File: config.mk
export PLATFORM = sky130hd
export DESIGN_NAME = seg7_stopwatch
export DESIGN_NICKNAME = d
export VERILOG_FILES = /design/src/rtl/seg7_stopwatch.sv
export SDC_FILE = /design/constraint.sdc
export NUM_CORES = 1
export LEC_CHECK = 0
export CORE_MARGIN = 3
export CORE_UTILIZATION = 30
export DETAILED_ROUTE_END_ITERATION = 16
export MAX_ROUTING_LAYER = met4
export PLACE_DENSITY_LB_ADDON = 0.08
export SKIP_CTS_REPAIR_TIMING = 1
export SLEW_MARGIN = 15
export SYNTH_ARGS = -nofsm -noshare
export SYNTH_HDL_FRONTEND = slang
export SYNTH_SLANG_ARGS = --single-unit
export TNS_END_PERCENT = 30
File: constraint.sdc
create_clock -name clk -period 2.5 [get_ports clk]
set_input_delay 0.5 -clock clk [delete_from_list [all_inputs] [get_ports clk]]
set_output_delay 0.5 -clock clk [all_outputs]
set_load 0.05 [all_outputs]
File: src/rtl/seg7_stopwatch.sv
// Single-digit stopwatch: synchronized start/stop and clear buttons, a prescaled 0..MAX_COUNT
// counter with wrap pulse, and a registered seven-segment decode of the count.
module seg7_stopwatch #(
    parameter int unsigned CLK_DIV   = 10000000,
    parameter int unsigned MAX_COUNT = 9
) (
    input  logic       clk,
    input  logic       rst_n,
    input  logic       ena,
    input  logic       btn_start,
    input  logic       btn_clear,
    input  logic       load_en,
    input  logic [3:0] load_val,
    output logic [6:0] segments,
    output logic       dp,
    output logic [3:0] count,
    output logic       running,
    output logic       wrap
);

    localparam int unsigned    PsW    = $clog2(CLK_DIV);
    localparam logic [PsW-1:0] PsLast = PsW'(CLK_DIV - 1);
    localparam logic [3:0]     MaxCnt = 4'(MAX_COUNT);

    typedef enum logic [1:0] {StIdle, StRun, StPause} state_e;

    state_e         state_q;
    logic [PsW-1:0] presc_q;
    logic [3:0]     count_q;
    logic           start_s1_q, start_s2_q, start_prev_q;
    logic           clear_s1_q, clear_s2_q, clear_prev_q;
    logic           start_evt, clear_evt;

    assign start_evt = start_s2_q & ~start_prev_q;
    assign clear_evt = clear_s2_q & ~clear_prev_q;
    assign count     = count_q;
    assign running   = (state_q == StRun);

    function automatic logic [6:0] decode(input logic [3:0] v);
        case (v)
            4'h0: decode = 7'h3F;
            4'h1: decode = 7'h06;
            4'h2: decode = 7'h5B;
            4'h3: decode = 7'h4F;
            4'h4: decode = 7'h66;
            4'h5: decode = 7'h6D;
            4'h6: decode = 7'h7D;
            4'h7: decode = 7'h07;
            4'h8: decode = 7'h7F;
            4'h9: decode = 7'h6F;
            4'hA: decode = 7'h77;
            4'hB: decode = 7'h7C;
            4'hC: decode = 7'h39;
            4'hD: decode = 7'h5E;
            4'hE: decode = 7'h79;
            default: decode = 7'h71;
        endcase
    endfunction

    always_ff @(posedge clk) begin
        if (!rst_n) begin
            state_q      <= StIdle;
            presc_q      <= '0;
            count_q      <= 4'd0;
            start_s1_q   <= 1'b0;
            start_s2_q   <= 1'b0;
            start_prev_q <= 1'b0;
            clear_s1_q   <= 1'b0;
            clear_s2_q   <= 1'b0;
            clear_prev_q <= 1'b0;
            segments     <= 7'h3F;
            dp           <= 1'b0;
            wrap         <= 1'b0;
        end else if (ena) begin
            start_s1_q   <= btn_start;
            start_s2_q   <= start_s1_q;
            start_prev_q <= start_s2_q;
            clear_s1_q   <= btn_clear;
            clear_s2_q   <= clear_s1_q;
            clear_prev_q <= clear_s2_q;
            segments     <= decode(count_q);
            dp           <= (state_q == StPause);
            wrap         <= 1'b0;
            // Clear outranks start, so a coincident start event is simply dropped.
            if (clear_evt) begin
                state_q <= StIdle;
                presc_q <= '0;
                count_q <= 4'd0;
            end else begin
                case (state_q)
                    StIdle: begin
                        if (start_evt) begin
                            state_q <= StRun;
                        end else if (load_en) begin
                            count_q <= (load_val > MaxCnt) ? MaxCnt : load_val;
                        end
                    end
                    StRun: begin
                        if (presc_q == PsLast) begin
                            presc_q <= '0;
                            if (count_q >= MaxCnt) begin
                                count_q <= 4'd0;
                                wrap    <= 1'b1;
                            end else begin
                                count_q <= count_q + 4'd1;
                            end
                        end else begin
                            presc_q <= presc_q + 1'b1;
                        end
                        if (start_evt) state_q <= StPause;
                    end
                    StPause: begin
                        if (start_evt) state_q <= StRun;
                    end
                    default: state_q <= StIdle;
                endcase
            end
        end
    end

endmodule
## After elaboration in Yosys (flattened, before gate mapping)

Memory sizes are Yosys's and may differ from the RTL's. A register that Yosys moved wholly into a read port is not among the register bits.
Cells that the tools add are included.

- Add/sub/neg operators: 2
- Order comparisons: 2
- Equality and inequality tests: 8
- Multiplexer cells: 18
- Bitwise logic cells: 4
- Reductions and logical operators: 8

Operators with widths:

| cell | count |
|---|---|
| $mux W24 | 3 |
| $add A24 B1 Y24 const B | 1 |
| $eq A24 B24 Y1 const B | 1 |
| $mux W4 | 6 |
| $ne A3 B1 Y1 const B | 3 |
| $pmux W4 S2 | 1 |
| $mux W2 | 3 |
| $ne A3 B3 Y1 const B | 2 |
| $reduce_and A5 Y1 | 1 |
| $add A4 B1 Y4 const B | 1 |
| $ge A4 B4 Y1 const B | 1 |
| $gt A4 B4 Y1 const B | 1 |
| $mux W1 | 4 |
| $pmux W2 S2 | 1 |
| $reduce_and A3 Y1 | 1 |
| $reduce_bool A3 Y1 | 1 |
| $and A1 B1 Y1 | 2 |
| $eq A2 B1 Y1 const B | 1 |
| $eq A2 B2 Y1 const B | 1 |
| $logic_not A2 Y1 | 1 |
| $not A1 Y1 | 2 |
| $reduce_and A2 Y1 | 1 |
| $reduce_bool A2 Y1 | 1 |
| $reduce_or A2 Y1 | 1 |
| $logic_not A1 Y1 | 1 |

- Register bits: 38
- Memory bits (read-only): 112
- Input port bits: 10
- Output and inout port bits: 14
- Word-level logic and storage cells: 54
- Memories: 1

Memory list:

| name | depth | bits a word | read ports | clocked after memory_dff | wr ports | line | text |
|---|---|---|---|---|---|---|---|
| (no name shown) | 16 | 7 | 1 | 1 | 0 | 40 | `case (v)` |

## Logic depth before layout (Yosys ltp)

Gate-level depths: netlist of run 1.

- Depth after elaboration: 6
- Mapped depth: 8
- Mapped depth without buffers: 7

## Worst setup path after synthesis of run 1

OpenSTA, ideal clock, no wires.

- Path kind: reg2reg
- Start point: reg count_q[1], in the netlist count[1]
- End point: reg count_q[0], in the netlist count[0]
- Setup time: 0.070 ns
- Arrival time: 2.117 ns
- Required time: 2.430 ns
- Path slack: 0.313 ns
- Stages on the path, launching flop included: 7
- Buffers on the path: 0
- Clock period less this slack: 2.187 ns
- Cells stage by stage: dfxtp_1 > inv_1 > ha_1 > o21ai_0 > a21oi_1 > or4_1 > a21oi_1

- Word-level cells in the longest chain between the ends: 5

RTL lines:

| what | line | text |
|---|---|---|
| from (decl) | 29 | `logic [3:0] count_q;` |
| from (signal assigned) | 95 | `count_q <= (load_val > MaxCnt) ? MaxCnt : load_val;` |
| from (signal assigned) | 105 | `count_q <= count_q + 4'd1;` |
| $ge A4 B4 Y1 | 101 | `if (count_q >= MaxCnt) begin` |
| $mux W4 | 101 |  |
| $mux W4 | 99 | `if (presc_q == PsLast) begin` |
| $pmux W4 S2 | 90 | `case (state_q)` |
| $mux W4 | 85 | `if (clear_evt) begin` |

No other way between the ends. The select of a mux whose other input is x is not followed.
A chain may end at the register's enable or synchronous reset.

## Final worst setup path of run 1

- Start point: reg count_q[1], in the netlist count[1]
- End point: out count[1]

RTL lines:

| what | line | text |
|---|---|---|
| to (decl) | 16 | `output logic [3:0] count,` |

No word-level cell between the ends.

==> results of run 1 <==
==> layer usage <==
layer / part of all wire, % / vias to the layer above / wire length [um]
met5: 0 / - / 0
li1: - / 1258 / -
met2: 46 / 22 / 3320
met4: 0.91 / 0 / 65
met3: 1.9 / 5 / 134
met1: 51 / 1207 / 3640
==> worst min-delay path by stage <==
stage | from | endpoint | cells past startpoint
global route | dp$_SDFFE_PN0P_ | dp$_SDFFE_PN0P_ | 2
finish | dp$_SDFFE_PN0P_ | dp$_SDFFE_PN0P_ | 2
floorplan | presc_q[22]$_SDFFE_PN0P_ | presc_q[22]$_SDFFE_PN0P_ | 1
detailed placement | dp$_SDFFE_PN0P_ | dp$_SDFFE_PN0P_ | 2
global placement | dp$_SDFFE_PN0P_ | dp$_SDFFE_PN0P_ | 2
CTS | dp$_SDFFE_PN0P_ | dp$_SDFFE_PN0P_ | 2
==> kinds of logic after synthesis <==
| family | Yosys count | share of synthesized area [%] |
|---|---|---|
| simple gates | 150 | 31.0 |
| compound gates | 83 | 20.8 |
| flops | 45 | 34.2 |
| buf+inv | 27 | 6.03 |
| mux | 11 | 4.66 |
| fa+ha+maj | 7 | 3.33 |
==> layout make-up <==
| cell class | count | share of cell area (%) |
|---|---|---|
| clock inverters | 3 | 2.08 |
| flip-flops and latches | 45 | 28.8 |
| repair buffers | 39 | 11.5 |
| multi-input cells | 251 | 50.3 |
| well taps | 105 | 4.20 |
| clock buffers | 5 | 2.20 |
| inverters | 7 | 0.840 |
==> flip-flops by register name (all words and copies together) (netlist names) <==
name	cells
presc_q	24
wrap	1
count	4
clear_prev_q	1
dp	1
state_q	2
segments	7
start_s2_q	1
start_prev_q	1
clear_s1_q	1
start_s1_q	1
clear_s2_q	1
==> stage by stage <==
| step | hold slack (ns) | utilization (%) |
|---|---|---|
| floorplan | 0.447 | - |
| global placement | 0.454 | 35.7 |
| detailed placement | 0.459 | 35.7 |
| CTS | 0.473 | 37.3 |
| global route | 0.495 | 37.3 |
| finish | 0.466 | 37.3 |
==> synth_stat cells (6+ instances only) <==
cell type / n
a21oi_1: 24
a31oi_1: 13
and3_1: 6
clkbuf_1: 11
dfxtp_1: 45
ha_1: 7
inv_1: 6
mux2i_1: 10
nand2_1: 38
nand3_1: 24
nand3b_1: 6
nor2_1: 29
o21ai_0: 10
==> worst max-delay path, delay by kind of cell, from the launching register on <==
family | cells | cell delay [ns]
buffers and inverters | 2 | 0.98
DFF | 1 | 0.45
==> power breakdown <==
part | internal, mW | switching [mW] | leakage (nW)
registers | 0.734 | 0.0179 | 0.365
clock network | 0.397 | 0.260 | 0.0681
logic | 0.0847 | 0.128 | 0.694
==> placed cells by master, fill, tap and decap left out, types with 5 or more instances in the layout <==
cell type,count
clkdlybuf4s50_1,22
nand3b_1,6
mux2i_1,10
clkbuf_8,5
inv_1,6
o21ai_0,10
nand2b_1,5
a31oi_1,13
dfxtp_1,45
nor4_1,5
nor2_1,29
ha_1,7
nand2_1,38
nand3_1,24
and3_1,6
o211ai_1,5
nor3_1,5
buf_4,16
a21oi_1,24
==> results.json, run 1 <==
{
  "busiest_layer": "met2",
  "crit_fanout": 6,
  "critPathLaunch": "count[1]$_SDFFE_PN0P_",
  "cts_buffers": 5,
  "grt_pass1_vias": 2308,
  "grt_util_all_layers_pct": 15.4,
  "dp_cells": 447,
  "async_flop_share_pct": 0,
  "setup_viol": 0,
  "layout-drive-gt1-share_pct": 10.3,
  "required_ns": 2.00,
  "fin_cells": 455,
  "max_stage_delay_ns": 0.80,
  "yosysTopAreaCell": "dfxtp_1",
  "timing.final.crit_share_pct": 89.1,
  "finalCriticalPeriod_ns": 2.23,
  "path_cells": "buf_4 > clkdlybuf4s50_1",
  "grt_use_met2_pct": 23.6,
  "vias_per_cell": 5.48,
  "clock.fmax_mhz": 449,
  "grt_pass1_wl_um": 12000,
  "crit_slowest_cell": "clkdlybuf4s50_1",
  "htreeDepth": 2,
  "antenna_left": 0,
  "io_buffers": 23,
  "netlist_instances": 323,
  "post_drt_wl_per_cell_um": 15.7,
  "fin_nets": 366,
  "finClkSkew_ns": 0.00395,
  "path_class": "reg -> out",
  "met1_usage_pct": 21.0,
  "avgSynthCellArea_sq_um": 8.15,
  "cts_root_buf": "clkbuf_8",
  "overflow": 0,
  "synthesis.nets": 340,
  "maxSlewViolCount": 0,
  "coreArea_sq_um": 8380,
  "area_delta_synth_final_pct": 18.7,
  "worst_slack_ns": 0.273,
  "antenna_found_initial": 0,
  "final_cell_area_sq_um": 3130,
  "rsz0062_at_grt": "no",
  "reg2reg_slack_ns": 0.41,
  "route.detailed.drc": 0,
  "via_count": 2492,
  "cp-start-kind": "register",
  "cts_tree": "built",
  "clock-sinks": 45,
  "netlist_area_sq_um": 2630,
  "row_count": 33,
  "wl_um": 7160,
  "yosysUniqueCellTypes": 60,
  "regArea_sq_um": 901,
  "rr_startpoint": "presc_q[17]$_SDFFE_PN0P_",
  "yosysSeqAreaShare_pct": 34.2,
  "die-area_sq_um": 9940,
  "end_kind": "primary output",
  "start_util_pct": 31.4,
  "worst_pin_slew_ns": 0.513,
  "clkLatencyLatePin_ns": 0.30,
  "slew_headroom_pct": 65.7,
  "yosys.area.top_type_share_pct": 34.2,
  "hold_path.class": "reg -> reg",
  "dpl.hpwl_um": 5050,
  "gp_congestion": 0.792,
  "fillers": 875,
  "hold_violations": 0,
  "clk_pin_slew_ns": 0.09,
  "arrival_ns": 1.73,
  "drtPass1Iterations": 4,
  "ys_warn_count": 0,
  "outcome": "finished, final reports clean",
  "use_met3_pct": 2.66,
  "drt_iter0_drc": 105,
  "fin_tns_setup_ns": 0,
  "ys_top_cells_by_area": "dfxtp_1 34%, nand2_1 5.4%, a21oi_1 4.6%, nand3_1 4.6%, nor2_1 4.1%",
  "leakagePower_nw": 1.13,
  "dieHeight_um": 99.7,
  "clockBufferDepth": 2,
  "multi_input_area_sq_um": 1570,
  "placed_cell_area_sq_um": 2990,
  "dpl_worst_slack_ns": 0.197,
  "cap_violations": 0,
  "regToRegEndpoint": "presc_q[18]$_SDFFE_PN0P_",
  "ioPinCount": 24,
  "cp-endpoint": "count[1]",
  "synth_edf_count": 0,
  "dieWidth_um": 99.7,
  "powerDensity_nw_per_um2": 519,
  "r2r_cells": 6,
  "max-vdd-ir-drop_v": 0.000304,
  "antenna_cells": 0,
  "grt_max_degree": 27,
  "synthFlopType": "dfxtp_1",
  "ys_seq_elements": 45,
  "power_mw": 1.62
}
Note: power is estimated with default switching activity, not from simulation.
==> run 2, diff against run 1 <==
- CORE_UTILIZATION: 30 -> 57
==> run 2 against run 1 <==
  * Sequential cell count unchanged
  * Global-route usage increased by 10 points
  * Sequential power about the same
  * Largest cell class unchanged
==> results.json, run 2 (synthesized netlist as in run 1, its figures left out) <==
{
  "grt_max_degree": 25,
  "fin_nets": 366,
  "cp_num_buf_inv": 1,
  "io_buffers": 23,
  "outcome": "finished, final reports clean",
  "cp_top_family": "buffers and inverters",
  "grt_pass1_wl_um": 10700,
  "dieWidth_um": 74.0,
  "whs_ns": 0.470,
  "required_ns": 2.00,
  "largest_reg_flops": 24,
  "ioPinCount": 24,
  "max_stage_delay_ns": 0.87,
  "cts_buffers": 5,
  "maxSlewViolCount": 0,
  "crit_slowest_cell": "clkdlybuf4s50_1",
  "antenna_cells": 0,
  "layout_common_cells": "45 x dfxtp_1, 38 x nand2_1, 29 x nor2_1, 24 x a21oi_1, 24 x nand3_1",
  "htreeDepth": 2,
  "wl_met3_um": 268,
  "dp_cells": 394,
  "dr_wl_met2_um": 2780,
  "fin_cells": 402,
  "dieHeight_um": 74.0,
  "fin_tns_setup_ns": 0,
  "antenna_left": 0,
  "die-area_sq_um": 5470,
  "max-vdd-ir-drop_v": 0.000392,
  "gp_congestion": 0.818,
  "area_delta_synth_final_pct": 15.2,
  "layout_commonest_cell": "dfxtp_1",
  "path_cells": "clkdlybuf4s50_1",
  "drt_iter0_drc": 204,
  "power_mw": 1.54,
  "grt_util_all_layers_pct": 25.5,
  "clockBufferDepth": 2,
  "antenna_found_initial": 0,
  "timing.final.crit_share_pct": 88.1,
  "setup_viol": 0,
  "regToRegEndpoint": "count[0]$_SDFFE_PN0P_",
  "hold_path.class": "reg -> reg",
  "vias_per_cell": 6.21,
  "overflow": 0,
  "cp-start-kind": "register",
  "worst_pin_slew_ns": 0.764,
  "worstHoldEndpoint": "dp$_SDFFE_PN0P_",
  "clock.fmax_mhz": 454,
  "routed.top_layer": "met4",
  "cts_root_buf": "clkbuf_8",
  "clk_pin_slew_ns": 0.09,
  "final_cell_area_sq_um": 3030,
  "top_register": "presc_q",
  "post_drt_wl_per_cell_um": 15.3,
  "start_util_pct": 59.7,
  "rsz0062_at_grt": "no",
  "leakagePower_nw": 1.11,
  "layout-drive-gt1-share_pct": 10.3,
  "dpl.hpwl_um": 4410,
  "crit_fanout": 9,
  "coreArea_sq_um": 4410,
  "met1Wirelength_um": 3050,
  "path_class": "reg -> out",
  "route.detailed.drc": 0,
  "clock-sinks": 45,
  "end_kind": "primary output",
  "grt_pass1_vias": 2352,
  "hold_violations": 0,
  "arrival_ns": 1.70,
  "placed_cell_area_sq_um": 2910,
  "rr_startpoint": "count[0]$_SDFFE_PN0P_",
  "cap_violations": 0,
  "cts_tree": "built",
  "row_count": 24,
  "reg2reg_slack_ns": 0.39,
  "min_from": "dp$_SDFFE_PN0P_",
  "whs_path_depth": 2,
  "slew_headroom_pct": 48.7,
  "clkLatencyLatePin_ns": 0.30,
  "drtPass1Iterations": 4,
  "powerDensity_nw_per_um2": 507,
  "r2r_cells": 7,
  "finClkSkew_ns": 0.00998,
  "wl_um": 6160,
  "finalCriticalPeriod_ns": 2.20,
  "via_count": 2495
}
[run 2: changes by cell type in the layout (fill, tap and decap cells not counted)]
cell,change
clkinvlp_4,+1
buf_12,-1
bufinv_16,-1
clkinv_2,-1
clkbuf_8,+1
buf_4,+1
[run 2: area by class of cell]
type | count | area [sq um]
Timing Repair Buffer | 39 | 348
Inverter | 7 | 26.3
Tap cell | 52 | 65.1
Sequential cell | 45 | 901
Clock inverter | 2 | 37.5
Fill cell | 391 | 1380
Clock buffer | 6 | 82.6
Multi-Input combinational cell | 251 | 1570
[run 2: per-stage QoR]
| stage | utilization [%] | setup WS (ns) |
|---|---|---|
| 5_1_grt | 68.7 | 0.222 |
| 3_3_place_gp | 66.0 | 0.247 |
| 6_report | 68.7 | 0.298 |
| 4_1_cts | 68.7 | 0.286 |
| 3_5_place_dp | 66.0 | 0.150 |
| 2_1_floorplan | - | 0.313 |
[run 2: power by group]
part	switching (mW)	internal, mW
sequential	0.0174	0.734
clock	0.254	0.325
combinational	0.124	0.0825
[run 2: worst max path at each step]
stage / from / to / slack [ns] / cells past startpoint
2_1_floorplan: count[1]$_SDFFE_PN0P_ / count[0]$_SDFFE_PN0P_ / 0.31 / 6
3_3_place_gp: ena / count[0]$_SDFFE_PN0P_ / 0.25 / 6
6_report: count[0]$_SDFFE_PN0P_ / count[0] / 0.30 / 1
4_1_cts: count[0]$_SDFFE_PN0P_ / count[0] / 0.29 / 1
5_1_grt: count[0]$_SDFFE_PN0P_ / count[0] / 0.22 / 1
3_5_place_dp: ena / count[0]$_SDFFE_PN0P_ / 0.15 / 6
[run 2: per-layer routing]
metal | GRT usage, % | up-vias
li1 | - | 1255
met1 | 35.1 | 1190
met4 | 6.84 | 0
met2 | 39.1 | 44
met5 | - | -
met3 | 4.05 | 6
==> RTL edit 1, RTL diff (settings of run 1) <==
The 3 states of `state_e` get a one-hot encoding in 3 bits.
--- a/src/rtl/seg7_stopwatch.sv
+++ b/src/rtl/seg7_stopwatch.sv
@@ -23,5 +23,5 @@
     localparam logic [3:0]     MaxCnt = 4'(MAX_COUNT);
 
-    typedef enum logic [1:0] {StIdle, StRun, StPause} state_e;
+    typedef enum logic [2:0] {StIdle = 3'b001, StRun = 3'b010, StPause = 3'b100} state_e;
 
     state_e         state_q;
Check against the original RTL: no difference found for any inputs over 4 cycles, from zero or initial values and one cycle with rst_n low; so few cycles prove little.
==> RTL edit 1 against run 1 <==
  * Final area decreased by 1.5%
  * Routed wire length decreased by 9.1%
  * First-iteration DRC count decreased by 15%
  * Sequential cell count increased by 1
  * Fmax decreased by 0.91%
  * Total power decreased by 12%
  * Core utilization about the same
  * Synthesized area decreased by 3.0%
  * Worst setup slack got worse by 20 ps
  * Critical path depth increased by 3
==> RTL edit 1: results (changes against run 1) <==
* Reg2reg start: state_q[0]$_SDFFE_PN1P_
* Final wirelength at 6510 µm (-9.1%)
* Top reg by flops: presc_q
* ANT cells at 0 (unchanged)
* Critical path launch point type: flip-flop
* Crit path max-delay family: simple AND/OR/NAND/NOR gates
* RR Endpoint: count[3]$_SDFFE_PN0P_
* GR Overflow Total at 0 (unchanged)
* Syn_nets at 326 (-4.1%)
* Hold Path Class: flip-flop to flip-flop
* Max VDD drop at 0.180 mV (-41%)
* Worst path slowest cell: or4_1
* Worst-Skew Late Latency at 300 ps (about the same)
* Largest stage delay on the critical path at 570 ps (-230 ps)
* Tot GR Track Use at 14.5% (-0.91 points)
* # port buffers at 23 (unchanged)
* Dpl hpwl at 4850 µm (-3.9%)
* Worst-case clock buffer depth at 2 (unchanged)
* CTS Root Cell: clkbuf_8
* Sequential share of the synthesized area at 36.0% (+1.8 points)
* CP endpoint kind: flip-flop
* Detailed Routing Iterations Pass 1 at 4 (unchanged)
* LEAKAGE at 1.12 nW (-0.62%)
* Primary FF master, synth: dfxtp_1
* Count of cell types in the netlist at 51 (-15%)
* Layout cells sized above 1 at 9.12% (-1.2 points)
* Largest net degree at the start of global routing at 17 (-37%)
* Global-route wire length before repair at 11200 µm (-6.7%)
* Peak fanout along the critical path at 7 (+1)
* Vias in the first global route at 2240 (-2.9%)
* Worst Tran Pin Value at 509 ps (-3.92 ps)
* CTS H-Tree Depth at 2 (unchanged)
* Fin nets at 358 (-2.2%)
* Final Skew at 6.46 ps (+2.51 ps)
* FF-to-FF path depth at 5 (-1)
* Status: finished clean
* Commonest cells post-synth: dfxtp_1, nor2_1, nand2_1
* Largest cells by area after synthesis: dfxtp_1, mux2i_1, nor2_1, nand2_1, ha_1
* Gpl congestion at 0.826 (+4.3%)
* Post-synthesis async set-or-reset flop share at 0% (unchanged)
* Drt first-iter violations at 89 (-15%)
* Vias per cell at 5.23 (-4.6%)
* R2R Setup Slk at 250 ps (-160 ps)
* Arr. time, crit path at 2460 ps (+730 ps)
==> RTL edit 1: per-layer routing <==
metal | global-route usage (%) | share of wire, % | vias to the layer above
met4 | 3.78 | 0.94 | 0
met3 | 2.14 | 2.3 | 6
met5 | - | 0 | -
li1 | - | - | 1185
met1 | 19.1 | 49 | 1103
met2 | 23.2 | 47 | 32
==> RTL edit 1: report_power, final <==
group          switching (mW)  internal [mW]  total [mW]
Sequential             0.0169          0.748       0.765
Clock                   0.248          0.214       0.462
Combinational           0.111         0.0845       0.196
Total                   0.376           1.05        1.42
==> RTL edit 1: worst min-delay path by stage <==
stage	to	start	cells after the start	slack, ps
detailed placement	segments[2]$_SDFFE_PN1P_	segments[2]$_SDFFE_PN1P_	2	460
CTS	wrap$_SDFFE_PN0P_	wrap$_SDFFE_PN0P_	2	480
floorplan	presc_q[21]$_SDFFE_PN0P_	presc_q[21]$_SDFFE_PN0P_	1	450
global placement	segments[2]$_SDFFE_PN1P_	segments[2]$_SDFFE_PN1P_	2	460
global route	wrap$_SDFFE_PN0P_	wrap$_SDFFE_PN0P_	2	520
finish	segments[2]$_SDFFE_PN1P_	segments[2]$_SDFFE_PN1P_	2	470
==> RTL edit 1: cells by family (layout without fill, tap and decap cells) <==
logic type               after synthesis  after routing  share of synthesized area [%]
adder cells (fa/ha/maj)                7              7                           3.43
buffers and inverters                 25             56                           4.02
AO/OA/AOI/OAI                         64             64                           16.9
flip-flops                            46             46                           36.0
multiplexers                          16             16                           6.76
AND/OR/NAND/NOR                      138            138                           28.4
XOR/XNOR                              13             13                           4.46
==> RTL edit 1: through the flow <==
stage	area (µm²)	cells	util (%)	hold WS [ps]	setup WS [ps]
2_1_floorplan	2550	309	-	452	290
6_report	3080	445	37.3	472	253
3_3_place_gp	3000	439	36.3	457	244
3_5_place_dp	3000	439	36.3	457	285
4_1_cts	3080	445	37.3	477	242
5_1_grt	3080	445	37.3	515	149
==> RTL edit 1: area by class of cell <==
cell class / instances / area (µm²)
inverters: 8 / 30.0
multi-input cells: 238 / 1530
well taps: 105 / 131
clock buffers: 6 / 82.6
flip-flops and latches: 46 / 921
fillers: 874 / 5180
repair buffers: 42 / 383
==> RTL edit 1: worst min-delay path, stage by stage, from the launching register on <==
cell     delay (ps)
dfxtp_1         330
mux2i_1          60
nand2_1          50
==> RTL edit 2, RTL diff (flow settings as in run 1) <==
Made on the original files. Change the parameter `CLK_DIV` from 10000000 to 5000000.
--- a/src/rtl/seg7_stopwatch.sv
+++ b/src/rtl/seg7_stopwatch.sv
@@ -2,5 +2,5 @@
 // counter with wrap pulse, and a registered seven-segment decode of the count.
 module seg7_stopwatch #(
-    parameter int unsigned CLK_DIV   = 10000000,
+    parameter int unsigned CLK_DIV   = 5000000,
     parameter int unsigned MAX_COUNT = 9
 ) (
Check against the original RTL: same outputs for any inputs over 4 cycles, from zero or initial values and one cycle with rst_n low; that may be too few to reach the edited logic, so the function may still have changed.
==> RTL edit 2 against run 1 <==
  * First-iteration DRC count down 16%
  * Count of clock-buffer cells in the layout unchanged
  * Routed wire length down 11%
  * Sequential cell count down 1
  * Synthesized area down 8.6%
  * Worst setup slack worse by 130 ps
  * Highest routed layer unchanged
  * Final area down 3.8%
  * Total power down 8.6%
  * Critical path type is now flip-flop to flip-flop
==> RTL edit 2: results (changes against run 1) <==
* Max VDD drop at 0.210 mV (-31%)
* Final wirelength at 6360 µm (-11%)
* Final hold slack at 466 ps (+0.154 ps)
* Peak fanout along the critical path at 7 (+1)
* Wire per inst at 14.4 µm (-8.7%)
* Global-route wire length before repair at 10600 µm (-12%)
* Met1 usage at 20.5% (-0.43 points)
* Status: finished clean
* Gpl congestion at 0.774 (-2.3%)
* Count of cell types in the netlist at 54 (-10%)
* Dpl hpwl at 4580 µm (-9.4%)
* Largest stage delay on the critical path at 520 ps (-280 ps)
* Arr. time, crit path at 2590 ps (+860 ps)
* Placed Area at 2890 µm² (-3.5%)
* Filler cell count at 818 (-6.5%)
* R2R Setup Slk at 150 ps (-260 ps)
* # port buffers at 23 (unchanged)
* Final Skew at 5.95 ps (+2.00 ps)
* Fin nets at 357 (-2.5%)
* M2 GR Usage at 23.2% (-0.33 points)
* Final setup vio count at 0 (unchanged)
* Launch point of the worst path: presc_q[13]$_SDFFE_PN0P_
* Layout cells sized above 1 at 11.4% (+1.2 points)
* Largest cells by area after synthesis: dfxtp_1, nor2_1, nand2_1, mux2i_1, a21oi_1
* Placed insts at 435 (-2.7%)
* Synth Instances at 299 (-7.4%)
* Vias per cell at 5.09 (-7.1%)
* Commonest cells post-synth: dfxtp_1, nor2_1, nand2_1
* Syn_nets at 316 (-7.1%)
* Drt first-iter violations at 88 (-16%)
* Worst path slowest cell: or4b_1
* LEAKAGE at 1.13 nW (+0.30%)
* Max reg flops at 23 (-4.2%)
* Worst-Skew Late Latency at 300 ps (about the same)
* Slew Limit Headroom at 65.4% (-0.26 points)
* Crit path max-delay family: simple AND/OR/NAND/NOR gates
* Met3 Usage GRT at 2.53% (-0.14 points)
* Sequential share of the synthesized area at 36.6% (+2.4 points)
* Largest net degree at the start of global routing at 22 (-19%)
* Vias in the first global route at 2144 (-7.1%)
* Tot GR Track Use at 15.3% (-0.11 points)
* Primary FF master, synth: dfxtp_1
## RTL edit 2: cell types whose count changed after synthesis, moves of 4 or more
cell	delta
nor2_1	+8
a31oi_1	-6
nand2_1	-5
nand3_1	-5
clkbuf_8	-4
## RTL edit 2: through the flow
step | power [mW] | setup slack (ps)
after floorplan | 0.856 | 270
after global placement | 0.929 | 79.0
after detailed placement | 0.928 | 51.0
after CTS | 1.51 | 79.6
after global routing | 1.55 | 99.7
final | 1.48 | 147
## RTL edit 2: area by class of cell
cell class | instances | area, µm² | share of cell area [%]
Multi-Input combinational cell | 235 | 1440 | 48.0
Sequential cell | 44 | 881 | 29.3
Tap cell | 102 | 128 | 4.24
Clock buffer | 5 | 68.8 | 2.29
Timing Repair Buffer | 47 | 413 | 13.7
Clock inverter | 3 | 47.5 | 1.58
Inverter | 7 | 26.3 | 0.874
## RTL edit 2: report_power, final
part | internal (mW) | switching (mW) | leakage [nW]
Clock | 0.301 | 0.272 | 0.0583
Combinational | 0.0775 | 0.108 | 0.716
Sequential | 0.713 | 0.0122 | 0.356
## RTL edit 2: final timing paths
kind | to | cells after the start
hold / removal | dp$_SDFFE_PN0P_ | 2
setup reg to reg | count[0]$_SDFFE_PN0P_ | 5
setup / recovery | count[0]$_SDFFE_PN0P_ | 5
hold reg to reg | dp$_SDFFE_PN0P_ | 2
## RTL edit 2: layer usage
metal	vias to the layer above	wire length (µm)
met3	7	211
met4	0	83
li1	1180	-
met5	-	0
met1	1031	3320
met2	36	2750
## RTL edit 2: worst register-to-register path, stage by stage, from the launching register on
cell and delay [ps]:
dfxtp_1 380, or4b_1 530, or3_1 370, o32a_4 370, or4_1 500, a21oi_1 140
## RTL edit 2: cell families after synthesis
kind of cell / Yosys count / share of synthesized area [%]
AO/OA/AOI/OAI: 68 / 18.7
XOR/XNOR: 5 / 1.82
adder cells (fa/ha/maj): 7 / 3.64
buffers and inverters: 20 / 3.38
flip-flops: 44 / 36.6
multiplexers: 13 / 5.93
AND/OR/NAND/NOR: 142 / 30.0
